$ cat config.mk
export PLATFORM = sky130hd
export DESIGN_NAME = gc_port_arbiter
export DESIGN_NICKNAME = d
export VERILOG_FILES = /design/src/rtl/gc_arb_pkg.sv /design/src/rtl/gc_rr_pick.sv /design/src/rtl/gc_port_arbiter.sv
export SDC_FILE = /design/constraint.sdc
export NUM_CORES = 1
export LEC_CHECK = 0
export BUFFER_PORTS_ARGS = -buffer_cell sky130_fd_sc_hd__clkbuf_2
export CORE_MARGIN = 4
export CORE_UTILIZATION = 54
export CTS_CLUSTER_DIAMETER = 50
export DETAILED_ROUTE_END_ITERATION = 6
export GPL_ROUTABILITY_DRIVEN = 1
export PLACE_DENSITY_LB_ADDON = 0.08
export SLEW_MARGIN = 40
export SYNTH_ARGS = -nofsm -noshare
export SYNTH_HDL_FRONTEND = slang
export SYNTH_SLANG_ARGS = --single-unit
$ cat constraint.sdc
create_clock -name clk -period 2.25 [get_ports clk]
set_input_delay 0.1125 -clock clk [delete_from_list [all_inputs] [get_ports clk]]
set_output_delay 0.1125 -clock clk [all_outputs]
set_load 0.005 [all_outputs]
$ cat src/rtl/gc_arb_pkg.sv
// ----------------------------------------------------------------------------
// gc_arb_pkg
// Shared definitions for the gamecube controller port arbiter.
//   - S_IDLE / S_GRANT / S_ACTIVE / S_RELEASE : arbiter FSM encodings
//   - TMR_W : width of the grant / holdoff timer
//   - tmr_inc() : saturating timer increment (timers never wrap)
// Optional feature macro used by the arbiter: GC_ARB_STATS_EN.
// ----------------------------------------------------------------------------
package gc_arb_pkg;

    localparam int ST_W = 2;

    localparam logic [1:0] S_IDLE    = 2'd0;
    localparam logic [1:0] S_GRANT   = 2'd1;
    localparam logic [1:0] S_ACTIVE  = 2'd2;
    localparam logic [1:0] S_RELEASE = 2'd3;

    localparam int TMR_W = 16;

    // Saturating increment: a stuck timer holds at all-ones rather than
    // wrapping back into a range that could re-trigger a compare.
    function automatic logic [TMR_W-1:0] tmr_inc(input logic [TMR_W-1:0] t);
        return (&t) ? t : t + 16'd1;
    endfunction

endpackage

$ cat src/rtl/gc_rr_pick.sv
// ----------------------------------------------------------------------------
// gc_rr_pick
// Combinational round-robin picker. Searches i_req starting at i_last+1
// (mod N) and returns the first requesting index.
// Ports:
//   i_req    [N]      request vector (one bit per port)
//   i_last   [SEL_W]  index granted most recently
//   o_any             at least one request present
//   o_idx    [SEL_W]  winning index (0 when o_any is low)
//   o_onehot [N]      one-hot form of o_idx (all-zero when o_any is low)
// ----------------------------------------------------------------------------
module gc_rr_pick
    import gc_arb_pkg::*;
#(
    parameter int N     = 4,
    parameter int SEL_W = 2
) (
    input  logic [N-1:0]     i_req,
    input  logic [SEL_W-1:0] i_last,
    output logic             o_any,
    output logic [SEL_W-1:0] o_idx,
    output logic [N-1:0]     o_onehot
);

    logic [SEL_W-1:0] w_cand;

    always_comb begin
        o_any    = 1'b0;
        o_idx    = '0;
        o_onehot = '0;
        w_cand   = '0;
        for (int k = 0; k < N; k++) begin
            w_cand = SEL_W'((int'(i_last) + 1 + k) % N);
            if (!o_any && i_req[w_cand]) begin
                o_any            = 1'b1;
                o_idx            = w_cand;
                o_onehot[w_cand] = 1'b1;
            end
        end
    end

endmodule

$ cat src/rtl/gc_port_arbiter.sv
// ----------------------------------------------------------------------------
// gc_port_arbiter
// Shares one gamecube controller engine (serial rx/tx + response FSM) among
// N console ports. The first port whose rx line falls is granted the engine;
// the grant is held until the engine has finished responding and the line
// has stayed idle-high for HOLDOFF clocks. Falls on other ports while the
// engine is owned are dropped.
//
// Handshake: there is no valid/ready pair here. Ownership is signalled by
// o_grant (one-hot, zero when idle) and o_core_sel; the engine reports
// ownership in use through i_core_busy. o_core_sel is stable for the whole
// grant and keeps its last value after release.
//
// Ports:
//   clk, reset      clock; asynchronous active-high reset
//   i_port_rx [N]   synchronized per-port rx, idle high
//   o_port_tx [N]   per-port tx, 1 = released
//   o_core_rx       rx into the shared engine (1 when nothing granted)
//   i_core_tx       tx from the shared engine
//   i_core_busy     engine is not idle
//   o_core_sel      granted port index
//   o_grant   [N]   one-hot grant
//   o_drop_count    8 bits per port dropped-request counters (GC_ARB_STATS_EN)
//   o_state         current FSM state (debug)
// Optional feature: define GC_ARB_STATS_EN to build the drop counters.
// ----------------------------------------------------------------------------
module gc_port_arbiter
    import gc_arb_pkg::*;
#(
    parameter int N_PORTS = 4,
    parameter int SEL_W   = 2,
    parameter int TIMEOUT = 2000,
    parameter int HOLDOFF = 64
) (
    input  logic                 clk,
    input  logic                 reset,
    input  logic [N_PORTS-1:0]   i_port_rx,
    output logic [N_PORTS-1:0]   o_port_tx,
    output logic                 o_core_rx,
    input  logic                 i_core_tx,
    input  logic                 i_core_busy,
    output logic [SEL_W-1:0]     o_core_sel,
    output logic [N_PORTS-1:0]   o_grant,
`ifdef GC_ARB_STATS_EN
    output logic [8*N_PORTS-1:0] o_drop_count,
`endif
    output logic [ST_W-1:0]      o_state
);

    logic [N_PORTS-1:0] r_rx_prev;
    logic [N_PORTS-1:0] r_grant;
    logic [SEL_W-1:0]   r_sel;
    logic [SEL_W-1:0]   r_last;
    logic [ST_W-1:0]    r_state;
    logic [TMR_W-1:0]   r_timer;

    logic [N_PORTS-1:0] w_fall;
    logic               w_any;
    logic [SEL_W-1:0]   w_idx;
    logic [N_PORTS-1:0] w_onehot;
    logic               w_sel_rx;
    logic [TMR_W-1:0]   w_tmr_inc;
    logic               w_rel_done;
    logic [N_PORTS-1:0] w_drop;

    logic [ST_W-1:0]    w_state_nxt;
    logic [TMR_W-1:0]   w_timer_nxt;
    logic [N_PORTS-1:0] w_grant_nxt;
    logic [SEL_W-1:0]   w_sel_nxt;
    logic [SEL_W-1:0]   w_last_nxt;

    assign w_fall     = r_rx_prev & ~i_port_rx;
    assign w_sel_rx   = i_port_rx[r_sel];
    assign w_tmr_inc  = tmr_inc(r_timer);
    // Release fires on the clock whose increment reaches HOLDOFF. The timeout
    // path preloads HOLDOFF, so it releases on the very next clock.
    assign w_rel_done = (w_tmr_inc >= TMR_W'(HOLDOFF));

    gc_rr_pick #(
        .N     (N_PORTS),
        .SEL_W (SEL_W)
    ) u_pick (
        .i_req    (w_fall),
        .i_last   (r_last),
        .o_any    (w_any),
        .o_idx    (w_idx),
        .o_onehot (w_onehot)
    );

    always_comb begin
        w_state_nxt = r_state;
        w_timer_nxt = r_timer;
        w_grant_nxt = r_grant;
        w_sel_nxt   = r_sel;
        w_last_nxt  = r_last;
        // Outside IDLE any fall on a non-granted port is a drop; falls on the
        // granted port are part of its own conversation.
        w_drop      = w_fall & ~r_grant;
        case (r_state)
            S_IDLE: begin
                w_drop = w_fall & ~w_onehot;
                if (w_any) begin
                    w_grant_nxt = w_onehot;
                    w_sel_nxt   = w_idx;
                    w_last_nxt  = w_idx;
                    w_timer_nxt = '0;
                    w_state_nxt = S_GRANT;
                end
            end
            S_GRANT: begin
                if (i_core_busy) begin
                    w_state_nxt = S_ACTIVE;
                end else if (r_timer == TMR_W'(TIMEOUT - 1)) begin
                    w_timer_nxt = TMR_W'(HOLDOFF);
                    w_state_nxt = S_RELEASE;
                end else begin
                    w_timer_nxt = w_tmr_inc;
                end
            end
            S_ACTIVE: begin
                if (!i_core_busy) begin
                    w_timer_nxt = '0;
                    w_state_nxt = S_RELEASE;
                end
            end
            S_RELEASE: begin
                // A re-poll on the same port takes priority over release.
                if (i_core_busy) begin
                    w_state_nxt = S_ACTIVE;
                end else if (!w_sel_rx) begin
                    w_timer_nxt = '0;
                end else if (w_rel_done) begin
                    w_grant_nxt = '0;
                    w_state_nxt = S_IDLE;
                end else begin
                    w_timer_nxt = w_tmr_inc;
                end
            end
            default: begin
                w_grant_nxt = '0;
                w_state_nxt = S_IDLE;
            end
        endcase
    end

    always_ff @(posedge clk or posedge reset) begin
        if (reset) begin
            r_rx_prev <= '1;
            r_grant   <= '0;
            r_sel     <= '0;
            r_last    <= SEL_W'(N_PORTS - 1);
            r_state   <= S_IDLE;
            r_timer   <= '0;
        end else begin
            r_rx_prev <= i_port_rx;
            r_grant   <= w_grant_nxt;
            r_sel     <= w_sel_nxt;
            r_last    <= w_last_nxt;
            r_state   <= w_state_nxt;
            r_timer   <= w_timer_nxt;
        end
    end

    // Datapath is driven from the registered grant only, so a reset drops
    // every line back to released without waiting for a clock.
    assign o_core_rx  = (|r_grant) ? w_sel_rx : 1'b1;
    assign o_port_tx  = ~r_grant | {N_PORTS{i_core_tx}};
    assign o_core_sel = r_sel;
    assign o_grant    = r_grant;
    assign o_state    = r_state;

`ifdef GC_ARB_STATS_EN
    logic [7:0] r_drop [N_PORTS];

    for (genvar gi = 0; gi < N_PORTS; gi++) begin : g_drop
        always_ff @(posedge clk or posedge reset) begin
            if (reset) begin
                r_drop[gi] <= 8'd0;
            end else if (w_drop[gi] && (r_drop[gi] != 8'hFF)) begin
                r_drop[gi] <= r_drop[gi] + 8'd1;
            end
        end
        assign o_drop_count[8*gi +: 8] = r_drop[gi];
    end
`else
    logic w_unused_drop;
    assign w_unused_drop = ^w_drop;
`endif

endmodule

==> flow_metrics.tcl, run 1 <==
set metrics [dict create \
    cts_tree "yes" \
    synth_edf_count 0 \
    ys_warn_count 0 \
    wl_per_cell_um 17.8 \
    synthArstFlopShare_pct 100 \
    area_growth_pct 48.8 \
    fin_nets 368 \
    hold_ws_ns 0.135 \
    clk_pin_slew_ns 0.07 \
    dr.pass1.iters 4 \
    violations "negative setup slack" \
    dr.first_iter.drc_count 164 \
    fp.dieW_um 73.8 \
    diodes 0 \
    endpoint_kind "register" \
    ios 21 \
    crit_type "register to register" \
    avgSynthCellArea_um2 9.38 \
    die_y_um 73.8 \
    vias 2426 \
    initial_utilization_pct 57.1 \
    final_cell_area_um2 3470 \
    finalSetupTns_ns -4.29 \
    routed_wl_um 7150 \
    ir_worst_vdd_mv 0.671 \
    gp_congestion 1.02 \
    syn_inst 249 \
    max_freq_ghz 0.397 \
    arrival_ns 2.70 \
    grtUsageTotal_pct 26.1 \
    clock_sinks 30 \
    min_path_cells 3 \
    row_count 23 \
    numPortBuffers 20 \
    antenna_found_initial 0 \
    yosys.area.top_type "dfrtp_1" \
    maxCapViolCount 0 \
    crit_required_ns 2.43 \
    rr_endpoint "r_timer[2]$_DFFE_PP0P_" \
    cts_buffers 5 \
    status "finished with violations" \
    post_dp_cell_area_um2 2960 \
    hold_path.class "input port to register" \
    leakage_nw 1.61 \
    core_um2 4090 \
    netlist_area_um2 2330 \
    setup_ws_ns -0.266 \
    finalHoldViolCount 0 \
    grt_max_degree 31 \
    cts_root_buf "clkbuf_8" \
    drive_above_1_share_pct 51.1 \
    overflow 0 \
    finalCritPeriodShare_pct 112 \
    slew-limit-headroom_pct 57.3 \
    yosysSeqAreaShare_pct 32.5 \
    yosys_register_bits 30 \
    worst_slew_pin_slew_ns 0.638 \
    reg2reg_slack_ns -0.27 \
    clock_skew_ns 0.00947 \
    power_density_nw_per_um2 860 \
    synth_top_area_share_pct 25.7 \
    h-tree-depth 2 \
    synthFlopType "dfrtp_1" \
    clk_path_buf_depth 2 \
    die_area_um2 5440 \
    synth_area_leaders "dfrtp_1 (26%), dfstp_2 (6.8%), ha_1 (4.8%)" \
    grt_first_pass_wirelength_um 10900 \
    cp_max_fo 7 \
    r2r-start "r_timer[0]$_DFFE_PP0P_" \
    grt_setup_unrepaired "true" \
    reg2regPathDepth 11 \
    place_hpwl_um 4710 \
    place_ws_ns -0.287 \
    layout_min_cycle_time_ns 2.52 \
    drv_slew 0 \
    start_kind "register" \
    finalSetupViolCount 21 \
    min_from "i_core_busy" \
    ant_nets 0 \
    drc 0 \
    syn_nets 266 \
    min_to "o_grant[2]$_DFFE_PP0P_" \
    via_per_inst 6.03 \
    ys_types 67 \
    first_global_vias 2332 \
    clock_latency_ns 0.29 \
]
[metrics by stage]
stage | total power [mW] | utilization [%] | std cells
6_report | 2.99 | 85.0 | 402
5_1_grt | 3.17 | 85.0 | 402
4_1_cts | 2.81 | 79.6 | 396
3_5_place_dp | 2.24 | 72.4 | 375
3_3_place_gp | 2.18 | 72.4 | 375
2_1_floorplan | 1.68 | - | 249
[critical path, cell delays in order (launching register included)]
cell	delay [ns]
dfrtp_1	0.42
ha_4	0.18
nand4_1	0.13
nor4_2	0.31
mux2i_1	0.27
and4_4	0.26
nand4_4	0.11
o21bai_4	0.18
buf_6	0.12
buf_6	0.11
a31oi_1	0.07
a41o_2	0.24
[layout by cell type, fill, tap and decap left out, drive strengths merged, types with 5 or more instances in the layout]
| master | count |
|---|---|
| inv | 9 |
| a31oi | 5 |
| dfstp | 6 |
| nor2 | 21 |
| ha | 9 |
| nor3 | 16 |
| and3 | 5 |
| dlygate4sd3 | 5 |
| clkbuf | 26 |
| mux2i | 8 |
| a22o | 6 |
| nand2b | 8 |
| nand4 | 5 |
| a21oi | 15 |
| nand2 | 24 |
| buf | 80 |
| nor4 | 5 |
| o2bb2ai | 5 |
| dfrtp | 24 |
| nand3 | 12 |
| a41o | 6 |
[cell type report]
type,instances,area (um2)
clock buffers,6,82.6
clock inverters,2,12.5
repair buffers,105,792
multi-input cells,199,1720
inverters,10,50.0
flip-flops and latches,30,758
well taps,50,62.6
fillers,222,612
[sequential cells by signal (all words and copies together) (netlist names)]
signal / count
r_rx_prev: 4
o_core_sel: 2
o_grant: 4
o_state: 2
r_last: 2
r_timer: 16
[power by group]
group / internal [mW] / switching, mW / total (mW)
Sequential: 0.643 / 0.112 / 0.755
Clock: 0.246 / 0.221 / 0.466
Combinational: 0.878 / 0.888 / 1.77
Total: 1.77 / 1.22 / 2.99
[cell families (layout without fill, tap and decap cells)]
logic type      Yosys count  after routing  share of synthesized area, %
flops                    30             30                          32.5
xor+xnor                  1              1                         0.375
mux                      11             11                          5.36
compound gates           65             65                          23.4
fa+ha+maj                 9              9                          4.82
buf+inv                  20            123                          5.63
simple gates            113            113                          28.0
[layer usage]
layer	routed length [um]	up-vias	GRT usage, %	share of wire, %
met5	0	-	0	0
met4	84	0	8.85	1.2
met3	408	8	5.88	5.7
met2	3460	77	40.8	48
met1	3190	1188	35.4	45
li1	-	1153	-	-
[worst max path at each step]
| stage | from | endpoint | slack [ns] |
|---|---|---|---|
| 6_report | r_timer[0]$_DFFE_PP0P_ | r_timer[2]$_DFFE_PP0P_ | -0.27 |
| 5_1_grt | r_timer[1]$_DFFE_PP0P_ | r_timer[4]$_DFFE_PP0P_ | -0.42 |
| 4_1_cts | r_timer[0]$_DFFE_PP0P_ | r_timer[2]$_DFFE_PP0P_ | -0.28 |
| 3_5_place_dp | r_timer[1]$_DFFE_PP0P_ | r_timer[5]$_DFFE_PP0P_ | -0.29 |
| 3_3_place_gp | r_timer[1]$_DFFE_PP0P_ | r_timer[3]$_DFFE_PP0P_ | -0.22 |
| 2_1_floorplan | r_timer[0]$_DFFE_PP0P_ | r_timer[11]$_DFFE_PP0P_ | -0.12 |
[synth_stat cells, types with 4 or more instances]
cell type	count
a21oi_1	10
dfrtp_1	24
a22o_1	4
nand3_1	11
a21oi_2	5
ha_1	9
a31oi_1	5
a221o_1	4
nand2b_1	7
nand4_1	4
nand2_1	23
inv_1	9
dfstp_2	6
and3_1	4
nor2_1	21
nor3_1	15
o2bb2ai_1	5
mux2i_1	8
[timing repair]
| action | in CTS | in global routing |
|---|---|---|
| pin swaps | 14 | 13 |
| resized for setup | 20 | 33 |
| hold buffers | 5 | 0 |
| endpoints found under the hold margin | 28 | 0 |
| buffers inserted | 9 | 7 |
| endpoints found under the setup margin | 24 | 26 |
Note: power is estimated with default switching activity, not from simulation.
==> run 2, diff against run 1 <==
CORE_UTILIZATION = 50   (was 54)
==> run 2 against run 1 <==
  * The run still ends with negative setup slack left
  * Sequential cell count did not move
  * Design area fell by 2.4%
  * Sequential share of layout area rose by 0.55 points
  * Wire length fell by 11%
  * Die area rose by 7.1%
  * Fmax rose by 1.6%
  * Clock power rose by 50%
  * Largest power group unchanged
==> flow_metrics.tcl, run 2 (synthesis gave the netlist of run 1 again) <==
set metrics [dict create \
    status "finished with violations" \
    violations "negative setup slack" \
    post_dp_cell_area_um2 2990 \
    cts_tree "yes" \
    clockPowerShare_pct 22.8 \
    grtUsageTotal_pct 22.0 \
    mostFrequentLayoutCell "buf_4" \
    start_kind "register" \
    setup_ws_ns -0.226 \
    hold_path.class "input port to register" \
    switching_share_pct 37.2 \
    min_to "o_grant[3]$_DFFE_PP0P_" \
    leakage_nw 1.58 \
    finalHoldViolCount 0 \
    area_growth_pct 45.2 \
    finalCritPeriodShare_pct 110 \
    row_count 24 \
    cts_buffers 5 \
    slew-limit-headroom_pct 63.7 \
    min_from "i_core_busy" \
    clk_pin_slew_ns 0.08 \
    crit_required_ns 2.43 \
    num-fill-cells 301 \
    crit_type "register to register" \
    h-tree-depth 2 \
    arrival_ns 2.66 \
    reg2regPathDepth 10 \
    vias 2301 \
    gp_congestion 0.977 \
    drive_above_1_share_pct 49.9 \
    dr.pass1.iters 4 \
    final_cell_mix "buf_4 (72), dfrtp_1 (24), nand2_1 (21), clkbuf_2 (20), nor2_1 (16)" \
    antenna_found_initial 0 \
    fin_nets 363 \
    final_cell_area_um2 3390 \
    max_stage_delay_ns 0.41 \
    worst_slew_pin_slew_ns 0.542 \
    ant_nets 0 \
    crit_path_cell_trace "ha_4 -> nand4_1 -> nor4_2 -> mux2i_1 -> and4_1 -> nand4_2 -> o21bai_4 -> buf_4 -> a31oi_1 -> a41o_2" \
    cp_max_fo 8 \
    fp.dieW_um 76.3 \
    max_freq_ghz 0.404 \
    layout_min_cycle_time_ns 2.48 \
    clock_skew_ns 0.0109 \
    hold_ws_ns 0.127 \
    crit_buf_inv 1 \
    drc 0 \
    finalSetupViolCount 17 \
    endpoint_kind "register" \
    largest_reg_flops 16 \
    maxCapViolCount 0 \
    ir_worst_vdd_mv 0.568 \
    net-switching-power_mw 1.14 \
    p_int_mw 1.92 \
    diodes 0 \
    reg2reg_slack_ns -0.23 \
    pwr-share-comb_pct 52.5 \
    core_um2 4440 \
    place_ws_ns -0.172 \
    dr.first_iter.drc_count 145 \
    overflow 0 \
    crit_slowest_cell "dfrtp_1" \
    grt_max_degree 31 \
    clk_path_buf_depth 2 \
    min_path_cells 3 \
    cts_root_buf "clkbuf_8" \
    ios 21 \
    rr_endpoint "r_timer[2]$_DFFE_PP0P_" \
    die_area_um2 5830 \
    crit_cells 10 \
    drv_slew 0 \
    cp_top_family "simple AND/OR/NAND/NOR gates" \
    first_global_vias 2192 \
    finalPower_mw 3.06 \
    cp-startpoint "r_timer[0]$_DFFE_PP0P_" \
    clock_latency_ns 0.30 \
    fin_util_pct 76.3 \
    r2r-start "r_timer[0]$_DFFE_PP0P_" \
    place_hpwl_um 4510 \
    die_y_um 76.3 \
    grt_first_pass_wirelength_um 10300 \
    via_per_inst 5.77 \
    numPortBuffers 20 \
    routed_wl_um 6360 \
    clock_sinks 30 \
    initial_utilization_pct 52.5 \
    seq_power_share_pct 24.7 \
    power_density_nw_per_um2 902 \
    grt_setup_unrepaired "true" \
    top_register "r_timer" \
    wl_per_cell_um 15.9 \
]
[run 2: power groups by stage]
stage | sequential [mW] | clock, mW | combinational [mW]
detailed placement | 0.755 | 0 | 1.42
global placement | 0.750 | 0 | 1.41
CTS | 0.736 | 0.712 | 1.48
finish | 0.754 | 0.697 | 1.61
floorplan | 0.739 | 0 | 0.942
global route | 0.769 | 0.741 | 1.76
[run 2: metal layers]
layer | part of all wire [%] | vias up | global-route usage [%] | wire length [um]
li1 | - | 1145 | - | -
met1 | 47 | 1066 | 31.7 | 2960
met2 | 46 | 79 | 32.6 | 2910
met3 | 5.7 | 11 | 4.02 | 361
met4 | 1.9 | 0 | 8.51 | 123
met5 | 0 | - | 0 | 0
[run 2: timing repair]
action / CTS / global route
hold buffers: 5 / 0
setup endpoints to repair: 24 / 26
resized for setup: 6 / 28
pin swaps: 0 / 5
endpoints found under the hold margin: 28 / 0
buffers inserted: 5 / 3
[run 2: area by class of cell]
class | instances | area [um2] | area share (%)
Clock buffer | 6 | 82.6 | 2.44
Clock inverter | 2 | 60.1 | 1.77
Inverter | 10 | 47.5 | 1.40
Multi-Input combinational cell | 199 | 1640 | 48.5
Sequential cell | 30 | 758 | 22.4
Tap cell | 52 | 65.1 | 1.92
Timing Repair Buffer | 100 | 733 | 21.6
[run 2: through the flow]
step	TNS (ns)	instances
after floorplan	-0.683	249
after global placement	-2.39	379
after detailed placement	-2.14	379
after CTS	-1.92	397
after global routing	-5.31	399
final	-2.96	399
[run 2: worst max path at each step]
stage                                    endpoint  slack (ns)
after global routing       r_timer[5]$_DFFE_PP0P_       -0.34
after detailed placement   r_timer[1]$_DFFE_PP0P_       -0.17
final                      r_timer[2]$_DFFE_PP0P_       -0.23
after global placement     r_timer[1]$_DFFE_PP0P_       -0.17
after floorplan           r_timer[11]$_DFFE_PP0P_       -0.12
after CTS                  r_timer[4]$_DFFE_PP0P_       -0.14
[run 2: worst min-delay path, cell delays in order]
cell,delay [ns]
clkbuf_2,0.12
nor2_4,0.06
nor2_1,0.09
